$ cat src/rtl/tone_pkg.sv
// tone_pkg: shared constants and helpers for the tone synthesiser.
//   AMP_MAX_DEFAULT : default peak amplitude at full volume
//   amp_of()        : volume code -> amplitude (AMP_MAX shifted right by the volume deficit)
//   sat()           : clamp a wide signed sum into a w-bit signed range
package tone_pkg;

    localparam int AMP_MAX_DEFAULT = 24575;

    function automatic int amp_of(input int vol, input int vol_w, input int amp_max);
        return (vol == 0) ? 0 : amp_max >> ((1 << vol_w) - 1 - vol);
    endfunction

    function automatic longint sat(input longint sum, input int w);
        longint hi;
        longint lo;
        hi = (longint'(1) << (w - 1)) - 1;
        lo = -hi - 1;
        return (sum > hi) ? hi : (sum < lo) ? lo : sum;
    endfunction

endpackage

$ cat src/rtl/tone_channel.sv
// tone_channel: one square-wave tone voice with boundary-aligned retuning.
//   clk, rst  : system clock, asynchronous active-high reset
//   note_div  : half-period in clk cycles, 0 = off (sampled only when idle or at a boundary)
//   volume    : volume code, 0 = silent
//   mute      : forces the sample to 0 while the divider keeps running
//   sample    : registered signed sample, +A in phase 0, -A in phase 1
//   tick      : one-cycle pulse after each completed full period
module tone_channel
    import tone_pkg::*;
#(
    parameter int DIV_W    = 22,
    parameter int SAMPLE_W = 16,
    parameter int VOL_W    = 3,
    parameter int AMP_MAX  = AMP_MAX_DEFAULT
) (
    input  logic                clk,
    input  logic                rst,
    input  logic [DIV_W-1:0]    note_div,
    input  logic [VOL_W-1:0]    volume,
    input  logic                mute,
    output logic [SAMPLE_W-1:0] sample,
    output logic                tick
);

    logic [DIV_W-1:0]    div_q;
    logic [DIV_W-1:0]    cnt;
    logic                phase;
    logic                wrap;
    logic                active;
    logic                boundary;
    int                  amp_i;
    logic [SAMPLE_W-1:0] amp;
    logic [SAMPLE_W-1:0] sample_d;

    always_comb begin
        active   = div_q != '0;
        boundary = active && (cnt == div_q - 1'b1);
        amp_i    = amp_of(int'(volume), VOL_W, AMP_MAX);
        amp      = amp_i[SAMPLE_W-1:0];
        sample_d = (active && !mute) ? (phase ? -amp : amp) : '0;
    end

    // wrap marks the 1->0 phase transition; it is delayed one more stage so
    // that tick lines up with the sample that first shows the new period.
    always_ff @(posedge clk or posedge rst) begin
        if (rst) begin
            div_q  <= '0;
            cnt    <= '0;
            phase  <= 1'b0;
            wrap   <= 1'b0;
            tick   <= 1'b0;
            sample <= '0;
        end else begin
            wrap   <= boundary && phase;
            tick   <= wrap;
            sample <= sample_d;
            if (!active) begin
                div_q <= note_div;
                cnt   <= '0;
                phase <= 1'b0;
            end else if (boundary) begin
                div_q <= note_div;
                cnt   <= '0;
                // going idle always leaves phase at 0 so a restart begins at +A
                phase <= (note_div != '0) && !phase;
            end else begin
                cnt <= cnt + 1'b1;
            end
        end
    end

endmodule

$ cat src/rtl/tone_synth.sv
// tone_synth: NUM_CH square-wave tone channels summed by a saturating mixer.
//   clk, rst    : system clock, asynchronous active-high reset
//   note_div    : per-channel half-period, channel i at [i*DIV_W +: DIV_W]
//   volume      : per-channel volume code, channel i at [i*VOL_W +: VOL_W]
//   mute        : per-channel mute
//   ch_sample   : registered per-channel signed samples
//   mix_sample  : registered saturated sum of ch_sample
//   period_tick : per-channel full-period pulse
module tone_synth
    import tone_pkg::*;
#(
    parameter int NUM_CH   = 2,
    parameter int DIV_W    = 22,
    parameter int SAMPLE_W = 16,
    parameter int VOL_W    = 3,
    parameter int AMP_MAX  = AMP_MAX_DEFAULT
) (
    input  logic                       clk,
    input  logic                       rst,
    input  logic [NUM_CH*DIV_W-1:0]    note_div,
    input  logic [NUM_CH*VOL_W-1:0]    volume,
    input  logic [NUM_CH-1:0]          mute,
    output logic [NUM_CH*SAMPLE_W-1:0] ch_sample,
    output logic [SAMPLE_W-1:0]        mix_sample,
    output logic [NUM_CH-1:0]          period_tick
);

    // one guard bit beyond the channel-count growth keeps the sum exact
    localparam int SUM_W = SAMPLE_W + $clog2(NUM_CH) + 1;

    logic signed [SUM_W-1:0] sum;
    logic signed [63:0]      clamped;

    for (genvar i = 0; i < NUM_CH; i++) begin : g_ch
        tone_channel #(
            .DIV_W   (DIV_W),
            .SAMPLE_W(SAMPLE_W),
            .VOL_W   (VOL_W),
            .AMP_MAX (AMP_MAX)
        ) u_ch (
            .clk     (clk),
            .rst     (rst),
            .note_div(note_div[i*DIV_W +: DIV_W]),
            .volume  (volume[i*VOL_W +: VOL_W]),
            .mute    (mute[i]),
            .sample  (ch_sample[i*SAMPLE_W +: SAMPLE_W]),
            .tick    (period_tick[i])
        );
    end

    always_comb begin
        sum = '0;
        for (int c = 0; c < NUM_CH; c++)
            sum = sum + SUM_W'($signed(ch_sample[c*SAMPLE_W +: SAMPLE_W]));
        clamped = sat(64'(sum), SAMPLE_W);
    end

    always_ff @(posedge clk or posedge rst) begin
        if (rst)
            mix_sample <= '0;
        else
            mix_sample <= clamped[SAMPLE_W-1:0];
    end

endmodule

$ cat config.mk
export PLATFORM = sky130hd
export DESIGN_NAME = tone_synth
export DESIGN_NICKNAME = d
export VERILOG_FILES = /design/src/rtl/tone_pkg.sv /design/src/rtl/tone_channel.sv /design/src/rtl/tone_synth.sv
export SDC_FILE = /design/constraint.sdc
export NUM_CORES = 1
export LEC_CHECK = 0
export CORE_MARGIN = 4
export CORE_UTILIZATION = 51
export CTS_CLUSTER_SIZE = 24
export DETAILED_ROUTE_END_ITERATION = 6
export PLACE_DENSITY = 0.84
export SLEW_MARGIN = 20
export SYNTH_ARGS = -nofsm -noshare
export SYNTH_HDL_FRONTEND = slang
export SYNTH_SLANG_ARGS = --single-unit
$ cat constraint.sdc
create_clock -name clk -period 5.4 [get_ports clk]
set_input_delay 1.62 -clock clk [delete_from_list [all_inputs] [get_ports clk]]
set_output_delay 1.62 -clock clk [all_outputs]
set_load 0.05 [all_outputs]
==> implementation parameters <==
Parameter                              Value

Clock tree
  Level count of the clock H-tree    4
  Clk Tree Root Cell    sky130_fd_sc_hd__clkbuf_16
  Worst-path clk slew    60 ps
  Number of CTS-inserted buffers    17
  Number of buffers added for setup after CTS    0
  Clock latency on the worst-skew pair    420 ps
  Post-CTS Hold Buffers    0
  Clock sinks    133
  CTS tree    built
  Maximum root-to-sink buffer count    2
  Number of cells upsized or downsized after cts    0

Synth
  Avg Synthesized Cell Area    9.56 um2
  Number of nets produced by synthesis    910
  Number of enable-type register cells in the synthesized netlist    0
  Top flip-flop cell by instance count after synthesis    sky130_fd_sc_hd__dfrtp_1
  Post-synthesis sequential area ratio    0.417
  Synthesized area    0.00798 mm2
  Number of warnings printed during yosys synthesis    0
  Number of unique standard cell types used by synthesis    73
  Synthesized flop and latch total    133
  Post-synth ARST share    1.00
  Post-Syn Instances    834

STA
  Post-route clock period utilization    0.849
  Max Clock Skew    7.74 ps
  Final setup violating endpoints    0
  Maximum clock rate    218 MHz
  Normalized max-slew margin    0.323
  Final Max Slew Viols    0
  Setup_tns    0 ps
  RSZ-0062 raised after global routing    no
  Tightest Pin Transition    1010 ps
  Tmin final    4580 ps
  Count of endpoints failing hold in the final timing report    0

Setup path
  Top delay family on crit path    simple AND/OR/NAND/NOR gates
  Slowest stage delay, CP    780 ps
  Signal arrival time at the worst endpoint    4880 ps
  Sequence of cells on the critical path    nor3_1, nand4_1, or3_1, or2_0, a311o_1, a2111oi_4, or2_1, buf_4, nor2_1
  Maximum fanout along the worst path    22
  Worst setup path startpoint    g_ch[0].u_ch.div_q[3]
  Setup Crit Path Kind    flip-flop to flip-flop
  WP data required    5690 ps
  Critical Path End Type    flip-flop
  Slowest CP cell    sky130_fd_sc_hd__nor3_1
  Capture point of the critical path    g_ch[0].u_ch.cnt[10]
  Total stage count of the critical path    9
  Critical path buffers and inverters    1
  Number of cells on the worst reg-to-reg path    9
  Destination of the worst register-to-register timing path    g_ch[0].u_ch.cnt[10]
  Setup crit start kind    flip-flop
  Slack of the worst reg-to-reg path    820 ps
  Worst reg2reg startpoint    g_ch[0].u_ch.div_q[3]

Route
  Final Routed Wirelength    17600 um
  First-pass iteration count of the detailed router    5
  Starting DRC count in detailed routing    356
  Vias post-DR    6291
  Average wire length per cell after detail routing    15.6 um
  Remaining antenna violation count    0
  Count of unresolved DRC violations after routing    0
  Vias per cell    5.58

Global routing
  Number of antenna violations at the first check in global routing    0
  Vias in the first global route    6073
  First-pass GRT wire length    29400 um
  GR Overflow Total    0
  Maximum number of pins on one net before global-route repair    113
  Total routing usage reported by global routing    0.205

Floorplan
  Initial core utilization    0.523
  Die boundary height    133 um
  Die area    0.0177 mm2
  I/O pin cnt    104
  Row Count    45
  Die span in x    133 um
  Total core area    0.0153 mm2

Finish
  Area taken by flip-flops and latches    0.00333 mm2
  Share of layout cells above drive strength 1    0.0851
  Most frequent standard cell in the layout excluding fill and tap cells    sky130_fd_sc_hd__dfrtp_1
  Multi-input logic area    0.00419 mm2
  Area added between synthesis and finish    19.6%
  Most used cells in the layout excluding fill and tap cells    sky130_fd_sc_hd__dfrtp_1 (133), sky130_fd_sc_hd__nor2_1 (109), sky130_fd_sc_hd__clkdlybuf4s50_1 (103)
  Post-layout net count    981
  Number of antenna diodes    0
  Total of fill cells in the finished design    1271
  Final cell utilization of the core    0.625

Pwr
  Maximum VDD drop    229 uV
  Pwr per Cell Area    270 mW/mm2
  Leakage power summed over all cells    4.03 nW
  Total design power    2.57 mW

Place
  Detailed placement HPWL    13000 um
  Number of port buffers    103
  Placer Congestion    0.960

Worst hold path
  Class of the worst hold path    flip-flop to flip-flop

Status
  Run status    finished, final reports clean

Flow run
  Reported max-cap violation count    0
## worst min-delay path by stage
| stage | startpoint | endpoint | slack (ps) | depth (start not counted) |
|---|---|---|---|---|
| 3_5_place_dp | g_ch[1].u_ch.wrap | g_ch[1].u_ch.tick | 340 | 0 |
| 3_3_place_gp | g_ch[0].u_ch.wrap | g_ch[0].u_ch.tick | 340 | 0 |
| 2_1_floorplan | g_ch[0].u_ch.wrap | g_ch[0].u_ch.tick | 330 | 0 |
| 6_report | g_ch[1].u_ch.wrap | g_ch[1].u_ch.tick | 340 | 0 |
| 4_1_cts | g_ch[1].u_ch.wrap | g_ch[1].u_ch.tick | 350 | 0 |
| 5_1_grt | g_ch[1].u_ch.wrap | g_ch[1].u_ch.tick | 360 | 0 |
## kinds of logic (layout without fill, tap and decap cells)
family                   Yosys count  in the layout  share of synthesized area
AND/OR/NAND/NOR                  309            309                      0.197
multiplexers                      35             35                     0.0530
flip-flops                       133            133                      0.417
AO/OA/AOI/OAI                    145            145                      0.121
buffers and inverters             86            169                     0.0571
XOR/XNOR                         102            102                      0.114
adder cells (fa/ha/maj)           24             24                     0.0408
## sequential cells by signal, summed over array words and instances (netlist names)
name	cells
g_ch.u_ch.cnt	44
g_ch.u_ch.div_q	44
g_ch.u_ch.phase	2
g_ch.u_ch.sample	24
g_ch.u_ch.tick	2
g_ch.u_ch.wrap	2
mix_sample	15
## synthesized netlist by cell type, types with 6 or more instances
cell	n	area (um2)
sky130_fd_sc_hd__o31ai_1	6	45.0
sky130_fd_sc_hd__a21o_1	12	90.1
sky130_fd_sc_hd__and3_1	14	87.6
sky130_fd_sc_hd__a21oi_1	36	180
sky130_fd_sc_hd__mux2_4	9	135
sky130_fd_sc_hd__buf_6	7	78.8
sky130_fd_sc_hd__nor2_1	109	409
sky130_fd_sc_hd__or4_1	9	67.6
sky130_fd_sc_hd__nor3_1	30	150
sky130_fd_sc_hd__buf_4	13	97.6
sky130_fd_sc_hd__nand3_1	28	140
sky130_fd_sc_hd__or3_1	8	50.1
sky130_fd_sc_hd__nand2_1	35	131
sky130_fd_sc_hd__ha_1	18	225
sky130_fd_sc_hd__mux2_2	20	225
sky130_fd_sc_hd__xor2_1	44	385
sky130_fd_sc_hd__nor4_1	24	150
sky130_fd_sc_hd__nand4_1	14	87.6
sky130_fd_sc_hd__xnor2_1	57	499
sky130_fd_sc_hd__nand2b_1	6	37.5
sky130_fd_sc_hd__o21ai_0	39	195
sky130_fd_sc_hd__dfrtp_1	133	3330
sky130_fd_sc_hd__a22o_1	7	61.3
sky130_fd_sc_hd__clkbuf_1	29	109
sky130_fd_sc_hd__o211ai_1	7	52.6
sky130_fd_sc_hd__inv_1	32	120
## stage by stage
step                      setup slack (ps)  hold WS [ps]  instances  area, um2
final                                  815           345       1128       9540
after CTS                              891           349       1128       9540
after floorplan                        226           331        834       7980
after global placement                1100           336       1097       8960
after detailed placement               889           337       1097       8960
after global routing                   522           355       1128       9540
## layer usage
layer	GRT usage	up-vias	share of wire
met1	0.258	3005	0.44
li1	-	3087	-
met4	0.0652	0	0.017
met2	0.345	172	0.50
met5	0	-	0
met3	0.0548	27	0.046
## worst register-to-register path: cells and delay by family (launching register included)
family | cells | cell delay [ps]
buffers and inverters | 1 | 390
AO/OA/AOI/OAI | 2 | 1040
flip-flops | 1 | 430
AND/OR/NAND/NOR | 6 | 2600
## power by group
part / switching (mW) / total [mW] / internal (mW)
Combinational: 0.236 / 0.391 / 0.155
Clock: 0.403 / 1.11 / 0.711
Sequential: 0.0325 / 1.07 / 1.04
Total: 0.671 / 2.57 / 1.90
## cell type report
cell class,count,share of cell area
Sequential cell,133,0.349
Inverter,32,0.0131
Clock buffer,23,0.0501
Tap cell,211,0.0277
Multi-Input combinational cell,615,0.439
Timing Repair Buffer,106,0.110
Clock inverter,8,0.0104
No activity file was read; power rests on OpenSTA's default activity.
